`src/rtl/digseg_scan_ctrl_pkg.sv`:
```
// Shared definitions for the multiplexed hex display controller:
// bus widths, register map and the 7-segment glyph patterns {a,b,c,d,e,f,g}.
package digseg_scan_ctrl_pkg;

    localparam int DIGSEG_ADDR_W = 2;
    localparam int DIGSEG_DATA_W = 32;

    typedef enum logic [1:0] {
        REG_VALUE  = 2'd0,
        REG_CTRL   = 2'd1,
        REG_STATUS = 2'd2,
        REG_RSVD   = 2'd3
    } digseg_reg_e;

    localparam logic [6:0] SEG_HEX_0 = 7'h7E;
    localparam logic [6:0] SEG_HEX_1 = 7'h30;
    localparam logic [6:0] SEG_HEX_2 = 7'h6D;
    localparam logic [6:0] SEG_HEX_3 = 7'h79;
    localparam logic [6:0] SEG_HEX_4 = 7'h33;
    localparam logic [6:0] SEG_HEX_5 = 7'h5B;
    localparam logic [6:0] SEG_HEX_6 = 7'h5F;
    localparam logic [6:0] SEG_HEX_7 = 7'h70;
    localparam logic [6:0] SEG_HEX_8 = 7'h7F;
    localparam logic [6:0] SEG_HEX_9 = 7'h73;
    localparam logic [6:0] SEG_HEX_A = 7'h77;
    localparam logic [6:0] SEG_HEX_B = 7'h1F;
    localparam logic [6:0] SEG_HEX_C = 7'h4E;
    localparam logic [6:0] SEG_HEX_D = 7'h3D;
    localparam logic [6:0] SEG_HEX_E = 7'h4F;
    localparam logic [6:0] SEG_HEX_F = 7'h47;

endpackage

```
`src/rtl/digseg_hex2seg.sv`:
```
// Combinational hex nibble to 7-segment decoder, segments active-high.
module digseg_hex2seg
    import digseg_scan_ctrl_pkg::*;
(
    input  logic [3:0] hex_i,
    output logic [6:0] seg_o
);

    // Glyph lookup for one nibble
    always_comb begin
        seg_o = SEG_HEX_0;
        case (hex_i)
            4'h0: seg_o = SEG_HEX_0;
            4'h1: seg_o = SEG_HEX_1;
            4'h2: seg_o = SEG_HEX_2;
            4'h3: seg_o = SEG_HEX_3;
            4'h4: seg_o = SEG_HEX_4;
            4'h5: seg_o = SEG_HEX_5;
            4'h6: seg_o = SEG_HEX_6;
            4'h7: seg_o = SEG_HEX_7;
            4'h8: seg_o = SEG_HEX_8;
            4'h9: seg_o = SEG_HEX_9;
            4'hA: seg_o = SEG_HEX_A;
            4'hB: seg_o = SEG_HEX_B;
            4'hC: seg_o = SEG_HEX_C;
            4'hD: seg_o = SEG_HEX_D;
            4'hE: seg_o = SEG_HEX_E;
            4'hF: seg_o = SEG_HEX_F;
        endcase
    end

endmodule

```
`src/rtl/digseg_scan_ctrl.sv`:
```
// Bus-attached multiplexed hex display controller for NUM_DIGITS common-anode
// digits. Registers: VALUE (packed nibbles, digit 0 rightmost), CTRL (bit0 EN),
// STATUS (current digit index). Optional build macro DIGSEG_LZB_EN enables
// leading-zero blanking of digits above digit 0.
module digseg_scan_ctrl
    import digseg_scan_ctrl_pkg::*;
#(
    parameter int NUM_DIGITS = 4,
    parameter int CLK_DIV    = 50000
) (
    input  logic                     clk,
    input  logic                     rst,
    input  logic                     ce_i,
    input  logic                     we_i,
    input  logic [DIGSEG_ADDR_W-1:0] addr_i,
    input  logic [DIGSEG_DATA_W-1:0] data_i,
    output logic [DIGSEG_DATA_W-1:0] data_o,
    output logic                     ack_o,
    output logic [6:0]               seg_o,
    output logic [NUM_DIGITS-1:0]    an_o
);

    localparam int                VAL_W    = 4 * NUM_DIGITS;
    localparam int                PRE_W    = $clog2(CLK_DIV);
    localparam logic [PRE_W-1:0]  PRE_LAST = PRE_W'(CLK_DIV - 1);
    localparam logic [2:0]        IDX_LAST = 3'(NUM_DIGITS - 1);

    logic [VAL_W-1:0]         value_q;
    logic                     en_q;
    logic [PRE_W-1:0]         pre_q;
    logic [2:0]               idx_q;
    logic                     ack_q;
    logic [DIGSEG_DATA_W-1:0] data_q;
    logic [6:0]               seg_q;
    logic [NUM_DIGITS-1:0]    an_q;

    logic                     accept;
    logic                     wr_value;
    logic                     wr_ctrl;
    logic                     en_d;
    logic                     tc;
    logic [DIGSEG_DATA_W-1:0] rd_data;
    logic [3:0]               nibble;
    logic                     blank;
    logic [6:0]               seg_dec;
    logic [NUM_DIGITS-1:0]    an_dec;
    logic                     unused_data;

    // Only the low VALUE bits and CTRL bit0 are stored; the rest of the bus is dropped
    assign unused_data = &{1'b0, data_i};

    digseg_hex2seg u_hex2seg (
        .hex_i (nibble),
        .seg_o (seg_dec)
    );

    // Bus decode, read mux, terminal count and current-digit selection
    always_comb begin
        accept   = ce_i & ~ack_q;
        wr_value = accept & we_i & (addr_i == REG_VALUE);
        wr_ctrl  = accept & we_i & (addr_i == REG_CTRL);
        en_d     = wr_ctrl ? data_i[0] : en_q;
        tc       = (pre_q == PRE_LAST);
        rd_data  = '0;
        case (addr_i)
            REG_VALUE:  rd_data = 32'(value_q);
            REG_CTRL:   rd_data = {31'b0, en_q};
            REG_STATUS: rd_data = {29'b0, idx_q};
            default:    rd_data = '0;
        endcase
        nibble = 4'(value_q >> {idx_q, 2'b00});
        an_dec = ~(NUM_DIGITS'(1) << idx_q);
        blank  = 1'b0;
`ifdef DIGSEG_LZB_EN
        // Blank a digit above 0 when it and every digit to its left are zero
        blank  = (idx_q != 3'd0) && ((value_q >> {idx_q, 2'b00}) == '0);
`endif
    end

    // Register file and bus handshake; a held ce_i is acked every other cycle
    always_ff @(posedge clk) begin
        if (rst) begin
            value_q <= '0;
            en_q    <= 1'b0;
            ack_q   <= 1'b0;
            data_q  <= '0;
        end else begin
            ack_q <= accept;
            if (wr_value) value_q <= data_i[VAL_W-1:0];
            if (wr_ctrl)  en_q    <= data_i[0];
            if (accept && !we_i) data_q <= rd_data;
        end
    end

    // Dwell prescaler and digit index; counting starts the cycle after EN is set
    // and both are forced to zero on the edge that clears EN
    always_ff @(posedge clk) begin
        if (rst) begin
            pre_q <= '0;
            idx_q <= '0;
        end else if (!(en_q && en_d)) begin
            pre_q <= '0;
            idx_q <= '0;
        end else if (tc) begin
            pre_q <= '0;
            idx_q <= (idx_q == IDX_LAST) ? 3'd0 : idx_q + 3'd1;
        end else begin
            pre_q <= pre_q + 1'b1;
        end
    end

    // Registered pin drive from the current index and VALUE
    always_ff @(posedge clk) begin
        if (rst) begin
            seg_q <= '0;
            an_q  <= '1;
        end else if (en_q) begin
            seg_q <= blank ? 7'b0 : seg_dec;
            an_q  <= an_dec;
        end else begin
            seg_q <= '0;
            an_q  <= '1;
        end
    end

    assign data_o = data_q;
    assign ack_o  = ack_q;
    assign seg_o  = seg_q;
    assign an_o   = an_q;

endmodule

```
`config.mk`:
```
export PLATFORM = sky130hd
export DESIGN_NAME = digseg_scan_ctrl
export DESIGN_NICKNAME = d
export VERILOG_FILES = /design/src/rtl/digseg_scan_ctrl_pkg.sv /design/src/rtl/digseg_hex2seg.sv /design/src/rtl/digseg_scan_ctrl.sv
export SDC_FILE = /design/constraint.sdc
export NUM_CORES = 1
export LEC_CHECK = 0
export CAP_MARGIN = 40
export CORE_MARGIN = 2
export CORE_UTILIZATION = 48
export CTS_CLUSTER_DIAMETER = 30
export DETAILED_ROUTE_END_ITERATION = 8
export GPL_ROUTABILITY_DRIVEN = 0
export PLACE_DENSITY = 0.8
export SYNTH_ARGS = -nofsm -noshare
export SYNTH_HDL_FRONTEND = slang
export SYNTH_SLANG_ARGS = --single-unit
```
`constraint.sdc`:
```
create_clock -name clk -period 2.63 [get_ports clk]
set_clock_uncertainty 0.15 [all_clocks]
set_input_delay 0.263 -clock clk [delete_from_list [all_inputs] [get_ports clk]]
set_output_delay 0.263 -clock clk [all_outputs]
set_load 0.02 [all_outputs]
```
* Yosys cells after proc, flatten, opt, wreduce, memory -nomap -nowiden
Memories as Yosys holds them, arrays and structs flattened. A register that Yosys moved wholly into a read port is not among the register bits.
Index checks and enable logic that the tools add are counted.
** Word-level totals
- Memories :: 1
- Bits of input ports :: 38
- Bits in registers :: 73
- Word-level logic and storage cells :: 34
- Output and inout bits :: 44
- ROM bits :: 112
** Memories
- (no name shown) :: words 16, bits a word 7, rd ports 1, clocked after memory_dff 1, write ports 0, line digseg_hex2seg.sv:12 : case (hex_i)
** Cells by class
- Bitwise logic cells :: 8
- Equality and inequality tests :: 4
- Shifts and indexed selects :: 2
- Muxes and demuxes :: 3
- Reduce and logical (&&, ||, !) cells :: 7
- Add/subtract/negate cells :: 2
** Operator list (count)
- 16-bit case mux with 3 select lines :: 1
- 16-bit by 1-bit adder with 16-bit output, second input constant :: 1
- 16-bit == test, second input constant :: 1
- 16-bit by 5-bit right shift with 4-bit output :: 1
- 1-bit bitwise AND :: 4
- 4-bit inverter :: 1
- 2-bit OR reduction :: 2
- 1-bit by 3-bit << shifter with 4-bit output, first input constant :: 1
- 3-bit by 1-bit adder with 3-bit output, second input constant :: 1
- 3-bit by 2-bit == test with 1-bit output, second input constant :: 1
- 3-bit two-way mux :: 1
- 1-bit inverter :: 3
- 3-bit OR reduction :: 1
- 2-bit by 1-bit == test with 1-bit output, second input constant :: 1
- 2-bit == test, second input constant :: 1
- 1-bit logical AND :: 2
- 2-bit logical NOT :: 1
- 1-bit logical NOT :: 1
- 1-bit two-way mux :: 1

* Logic depth before layout (Yosys ltp)
Gate-level depths: netlist of run 1.
- Depth after elaboration :: 8
- Gate-level depth with buffers :: 9
- Mapped depth without buffers :: 8

* Hierarchy
Synthesis of run 1 repeated with hierarchy kept, for this count alone.
** Unflattened totals
- Cells, all modules :: 352
- Area, all modules :: 2984.1 um^2
** By module, submodules not included
- digseg_scan_ctrl :: times used 1, seq. area each 1281.2 um^2, cells each 311, area each 2700.1 um^2
- digseg_hex2seg :: times used 1, seq. area each 0.0 um^2, cells each 41, area each 284.0 um^2

* Least setup slack after synthesis of run 1
No wires, ideal clock.
- Kind :: flip-flop to flip-flop
- From :: register idx_q[0]
- To :: register seg_q[3] (netlist: seg_o[3])
- Cell stages (with the launch flop) :: 8
- Data required time :: 2.392 ns
- Library setup time :: 0.088 ns
- Data arrival time :: 2.100 ns
- Setup slack :: 0.292 ns
- Cell sequence :: dfxtp_1 > buf_6 > mux4_1 > and2_1 > inv_1 > ha_1 > a32o_1 > a311oi_2
** Between the ends
- Longest elaborated chain between the ends :: 1
** RTL lines
- start, declared :: line digseg_scan_ctrl.sv:31 : logic [2:0] idx_q;
- start signal, assigned :: line digseg_scan_ctrl.sv:106 : idx_q <= (idx_q == IDX_LAST) ? 3'd0 : idx_q + 3'd1;
- 16-bit by 5-bit right shift with 4-bit output :: line digseg_scan_ctrl.sv:71 : nibble = 4'(value_q >> {idx_q, 2'b00});
- end, declared :: line digseg_scan_ctrl.sv:34 : logic [6:0] seg_q;
Every way passes these cells.
A chain may end at the register's enable or synchronous reset.

* Worst setup path after layout of run 1
Same ends and word-level chain as after synthesis.

==> run summary, run 1 <==
Die extent in y = 81.95 um
Vias per cell = 5.214
Layout cells sized above 1 = 7.653%
CTS tree = done
Final WS setup = 199.6 ps
Nets@finish = 436
Hold Vio Cnt, Final = 0
Antenna violations before repair = 0
Final setup viols = 0
Dpl ws = 105.6 ps
Commonest non-fill, non-tap cells in the layout = dfxtp_1, nand2_1, clkdlybuf4s50_1
Row cnt = 28
Crit start category = flop
Slew HR = 65.45%
Tcrit/Tclk final = 92.41%
Number of fill cells in the layout = 499
I/O pins = 82
Setup TNS = 0 ps
Storage element area = 0.001282 mm2
Worst VDD drop = 0.3301 mV
Max cap viols = 0
Number of synthesized flops with an enable pin = 0
Chip width = 81.95 um
Mapped Cells = 343
Multi-input gate area in the final layout = 0.001436 mm2
Longest Clk Path Bufs = 2
DRT iter0 DRCs = 132
DR DRC count = 0
Crit end category = flop
Largest net degree at the start of global routing = 36
Main flop type after synthesis = dfxtp_1
Core area = 0.005886 mm2
Clock sink count = 64
Fin crit period = 2430 ps
Top delay family on crit path = multiplexers
Power Total = 2.103 mW
Root buffer cell = clkbuf_8
# port buffers = 49
Hpwl dp = 4349 um
Total Wirelength = 6118 um
Max incr delay on CP = 650 ps
Ys async rst share = 0%
Mapped Area = 0.002917 mm2
Most common cell after layout, fill and taps aside = dfxtp_1
Synth Warn # = 0
Unrepaired setup endpoints after global routing = false
Max Clk Rate = 411.5 MHz
LEAKAGE = 1.293 nW
Flops & latches, synth = 64
Die ar. = 0.006716 mm2
Slew Viols, Final = 0
CP Buf/Inv Count = 1
Via count = 2435
WL per Instance = 13.10 um
Synthesized area per cell = 8.503 um2
Outcome = completed
First-pass GRT wire length = 9666 um
Initial Utilization = 49.55%
# placed instances = 451
H-tree depth = 3
Critical Path RT = 2730 ps
1st-pass router iterations = 4
Finished Layout Cells = 467
Crit Path Max Fanout = 5
Library cells used by synthesis = 40
Slowest CP cell = mux4_1
CTS Buf Count = 9
Placed cell area = 0.003396 mm2
Worst setup path category = flop to flop
Clk slew on worst S/H paths = 70 ps
Vias in the first global route = 2127
Antenna Nets Post-Route = 0
Layout area overhead = 24.54%
CP arrival = 2530 ps
Total track usage = 19.18%
Pwr dens = 579.1 mW/mm2
Worst hold path type = flop to flop
Register area share after synthesis = 43.93%
Grt total ovfl = 0
Worst Tran Pin Value = 518.2 ps
Later-pin clock latency in the skew report = 340 ps
CP cell instances = mux4_1 -> and2_1 -> inv_1 -> ha_1 -> a32o_1 -> a311oi_2
Finished Cell Area = 0.003632 mm2
N_diodes = 0
## per-stage QoR
step | hold slack (ps) | utilization [%]
after global routing | 316.2 | 61.71
final | 304.6 | 61.71
after global placement | 290.0 | 57.70
after detailed placement | 296.5 | 57.70
after floorplan | 249.0 | -
after CTS | 304.0 | 61.69
## sequential cells by signal (all words and copies together), names as in the netlist
signal,cells
value_q,16
idx_q,3
seg_o,7
an_o,4
pre_q,16
data_o,16
en_q,1
ack_o,1
## timing repair
action | CTS | global route
hold buffers | 0 | 0
resized for setup | 0 | 1
endpoints found under the setup margin | 0 | 1
buffers inserted | 0 | 0
## logic make-up after synthesis
kind of cell | Yosys count | synth area share, %
buffers and inverters | 49 | 8.751
other | 1 | 0.1286
and+or+nand+nor | 142 | 22.82
muxes | 10 | 5.405
AOI/OAI and AO/OA | 54 | 10.64
DFF | 64 | 43.93
adders and majority gates | 11 | 4.719
xor gates and xnor gates | 12 | 3.604
## where the power goes
part | switching, mW | internal [mW] | leakage, nW
clock | 0.373 | 0.626 | 0.116
combinational | 0.0728 | 0.0501 | 0.660
sequential | 0.00518 | 0.976 | 0.517
total | 0.451 | 1.65 | 1.29
## Yosys cell counts, drive strengths merged, types with 2 or more instances
cell type	number	area [um2]
nand2b	4	25.02
mux2i	6	60.06
clkbuf	18	67.56
a21oi	39	195.2
nand4	5	31.28
o21ai	6	30.03
nor3	4	20.02
buf	20	146.4
nand3b	3	22.52
inv	11	41.29
and2	3	21.27
or3	3	18.77
xnor2	2	17.52
nand3	22	110.1
and3	3	18.77
xor2	10	87.58
dfxtp	64	1281
and4	3	26.28
nand2	61	229.0
ha	11	137.6
a221oi	3	26.28
mux4	4	97.59
nor2	25	93.84
## worst paths after layout
kind / startpoint / endpoint / slack [ps] / depth (start not counted)
hold / removal: data_o[8] / data_o[8] / 300 / 2
setup / recovery: idx_q[0] / seg_o[3] / 200 / 6
hold reg to reg: data_o[8] / data_o[8] / 300 / 2
setup reg to reg: idx_q[0] / seg_o[3] / 200 / 6
## layer usage
| metal | wire length (um) | track usage (%) | vias to the layer above |
|---|---|---|---|
| li1 | - | - | 1222 |
| met1 | 2741 | 23.53 | 1120 |
| met2 | 2988 | 31.06 | 86 |
| met3 | 332 | 4.725 | 7 |
| met4 | 55 | 10.00 | 0 |
| met5 | 0 | 0 | - |
## worst register-to-register path, cell delays in order (launching register included)
cell,delay (ps)
dfxtp_2,410
mux4_1,650
and2_1,240
inv_1,130
ha_1,270
a32o_1,240
a311oi_2,250
## final cells by class
| cell class | count | area share [%] |
|---|---|---|
| Multi-Input combinational cell | 245 | 39.55 |
| Sequential cell | 64 | 35.31 |
| Timing Repair Buffer | 56 | 14.95 |
| Clock buffer | 10 | 3.514 |
| Clock inverter | 6 | 2.962 |
| Tap cell | 75 | 2.584 |
| Inverter | 11 | 1.137 |
Note: power is estimated with default switching activity, not from simulation.
==> run 2, diff against run 1 <==
--- a/config.mk
+++ b/config.mk
@@ -8,7 +8,6 @@
 export CAP_MARGIN = 40
 export CORE_MARGIN = 2
 export CORE_UTILIZATION = 48
-export CTS_CLUSTER_DIAMETER = 30
 export DETAILED_ROUTE_END_ITERATION = 8
 export GPL_ROUTABILITY_DRIVEN = 0
 export PLACE_DENSITY = 0.8
==> constraint.sdc (replaced) <==
create_clock -name clk -period 2.63 [get_ports clk]
set_clock_uncertainty 0.15 [all_clocks]
set_input_delay 0.263 -clock clk [delete_from_list [all_inputs] [get_ports clk]]
set_output_delay 0.263 -clock clk [all_outputs]
set_load 0.1 [all_outputs]
==> run 2 against run 1 <==
Global-route usage fell by 0.061 points. Total power up 1.4%. Core utilization is 1.4 points lower. Non-clock buffer count is the same. Register-to-register slack gained 20 ps. Sequential power barely moved. Hold slack got worse by 0.68 ps. Design area is 2.3% lower. Sequential share of layout area up 0.85 points. Maximum frequency increased by 0.91%. Critical endpoint unchanged.
==> run summary, run 2 (synthesized netlist as in run 1, its figures left out) <==
Largest net degree at the start of global routing = 34 (-5.6%)
Final WS setup = 221.5 ps (+21.95 ps)
Multi-input gate area in the final layout = 0.001436 mm2 (unchanged)
Later-pin clock latency in the skew report = 340 ps (about the same)
Unrepaired setup endpoints after global routing = false
R2R Path Start = idx_q[0]
Post-CTS Setup Inserts = 0 (unchanged)
Initial Utilization = 49.55% (unchanged)
Max Clk Rate = 415.2 MHz (+0.91%)
Clk slew on worst S/H paths = 70 ps (about the same)
Most common cell after layout, fill and taps aside = dfxtp_1
CP arrival = 2510 ps (-20 ps)
Met1 Track Usage GR = 24.11% (+0.58 points)
Longest Clk Path Bufs = 2 (unchanged)
Hold path endpoint = data_o[14]
N_diodes = 0 (unchanged)
CTS tree = done
Core area = 0.005886 mm2 (unchanged)
Routing usage on met3 = 6.044% (+1.3 points)
Pwr dens = 601.5 mW/mm2 (+3.9%)
Slew Viols, Final = 0 (unchanged)
DRT iter0 DRCs = 98 (-26%)
LEAKAGE = 1.327 nW (+2.6%)
Worst setup path category = flop to flop
R2r worst-path depth = 6 (unchanged)
Worst VDD drop = 0.4078 mV (+24%)
Hpwl dp = 4216 um (-3.1%)
Max cap viols = 0 (unchanged)
Hold path start = data_o[14]
H-tree depth = 3 (unchanged)
Grt total ovfl = 0 (unchanged)
Hold Vio Cnt, Final = 0 (unchanged)
Finished Layout Cells = 467 (unchanged)
Fin crit period = 2408 ps (-21.95 ps)
Crit start category = flop
Die ar. = 0.006716 mm2 (unchanged)
Slew HR = 64.18% (-1.3 points)
Die extent in y = 81.95 um (unchanged)
Final setup viols = 0 (unchanged)
Vias in the first global route = 2179 (+2.4%)
Total track usage = 19.11% (-0.061 points)
Met2 Usage GRT = 30.24% (-0.81 points)
Crit end category = flop
Post-CTS Hold Buffers = 0 (unchanged)
Post_cts resized = 0 (unchanged)
R2R Path End = seg_o[3]
Layout area overhead = 21.62%
Gr busiest metal = met2
Worst hold path stage count = 2 (unchanged)
Storage element area = 0.001282 mm2 (unchanged)
I/O pins = 82 (unchanged)
Commonest non-fill, non-tap cells in the layout = dfxtp_1, nand2_1, a21oi_1
DR DRC count = 0 (unchanged)
Antenna Nets Post-Route = 0 (unchanged)
Crit Path Max Fanout = 5 (unchanged)
Vias per cell = 5.156 (-1.1%)
Worst Tran Pin Value = 528.9 ps (+10.69 ps)
Outcome = completed
Fin Hold WS = 303.9 ps (-0.6810 ps)
Chip width = 81.95 um (unchanged)
# placed instances = 451 (unchanged)
Row cnt = 28 (unchanged)
Dpl ws = 152.8 ps (+47.23 ps)
Number of fill cells in the layout = 521 (+4.4%)
Via count = 2408 (-1.1%)
1st-pass router iterations = 4 (unchanged)
CTS Buf Count = 9 (unchanged)
Critical Path RT = 2730 ps (about the same)
Total Wirelength = 6027 um (-1.5%)
Setup TNS = 0 ps (unchanged)
Nets@finish = 436 (unchanged)
Clock sink count = 64 (unchanged)
Worst hold path type = flop to flop
Layout cells sized above 1 = 15.05% (+7.4 points)
Reg-to-reg slack, setup = 220 ps (+20 ps)
Tcrit/Tclk final = 91.58% (-0.83 points)
Power Total = 2.134 mW (+1.4%)
Antenna violations before repair = 0 (unchanged)
WL per Instance = 12.91 um (-1.5%)
First-pass GRT wire length = 9749 um (+0.86%)
# port buffers = 49 (unchanged)
Root buffer cell = clkbuf_8
## run 2: cell types whose count changed in the layout (fill, tap and decap cells not counted), sizes merged
cell	before	now
clkinvlp	1	3
clkdlybuf4s50	49	21
bufinv	3	2
buf	7	35
clkbuf	10	9
## run 2: layer usage
| metal | vias up | routed length (um) | part of all wire [%] |
|---|---|---|---|
| met2 | 63 | 2866 | 48 |
| met4 | 0 | 72 | 1.2 |
| met3 | 7 | 300 | 5.0 |
| met1 | 1119 | 2789 | 46 |
| met5 | - | 0 | 0 |
| li1 | 1219 | - | - |
## run 2: layout make-up
class                           count  share of cell area [%]
Clock inverter                      7                   2.716
Multi-Input combinational cell    245                   40.49
Tap cell                           75                   2.646
Sequential cell                    64                   36.16
Clock buffer                        9                   3.492
Timing Repair Buffer               56                   13.33
Inverter                           11                   1.164
## run 2: critical path: stages (launching register included)
cell      delay [ps]
dfxtp_2          420
mux4_1           640
and2_1           240
inv_1            130
ha_1             270
a32o_1           240
a311oi_2         220
## run 2: worst max-delay path by stage
stage | start | cells past startpoint | endpoint
after floorplan | idx_q[0] | 7 | seg_o[3]
after global placement | idx_q[0] | 6 | seg_o[3]
after detailed placement | idx_q[0] | 6 | seg_o[3]
after CTS | idx_q[0] | 6 | seg_o[3]
after global routing | idx_q[0] | 6 | seg_o[3]
final | idx_q[0] | 6 | seg_o[3]
## run 2: metrics by stage
stage          area [um2]  util, %
2_1_floorplan        2973        -
3_3_place_gp         3326    56.51
3_5_place_dp         3326    56.51
4_1_cts              3546    60.25
5_1_grt              3547    60.27
6_report             3547    60.27
## run 2: where the power goes
group          internal [mW]  total, mW  switching [mW]
clock                  0.533      0.936           0.404
sequential             0.976      0.981         0.00512
combinational         0.0500      0.216           0.166
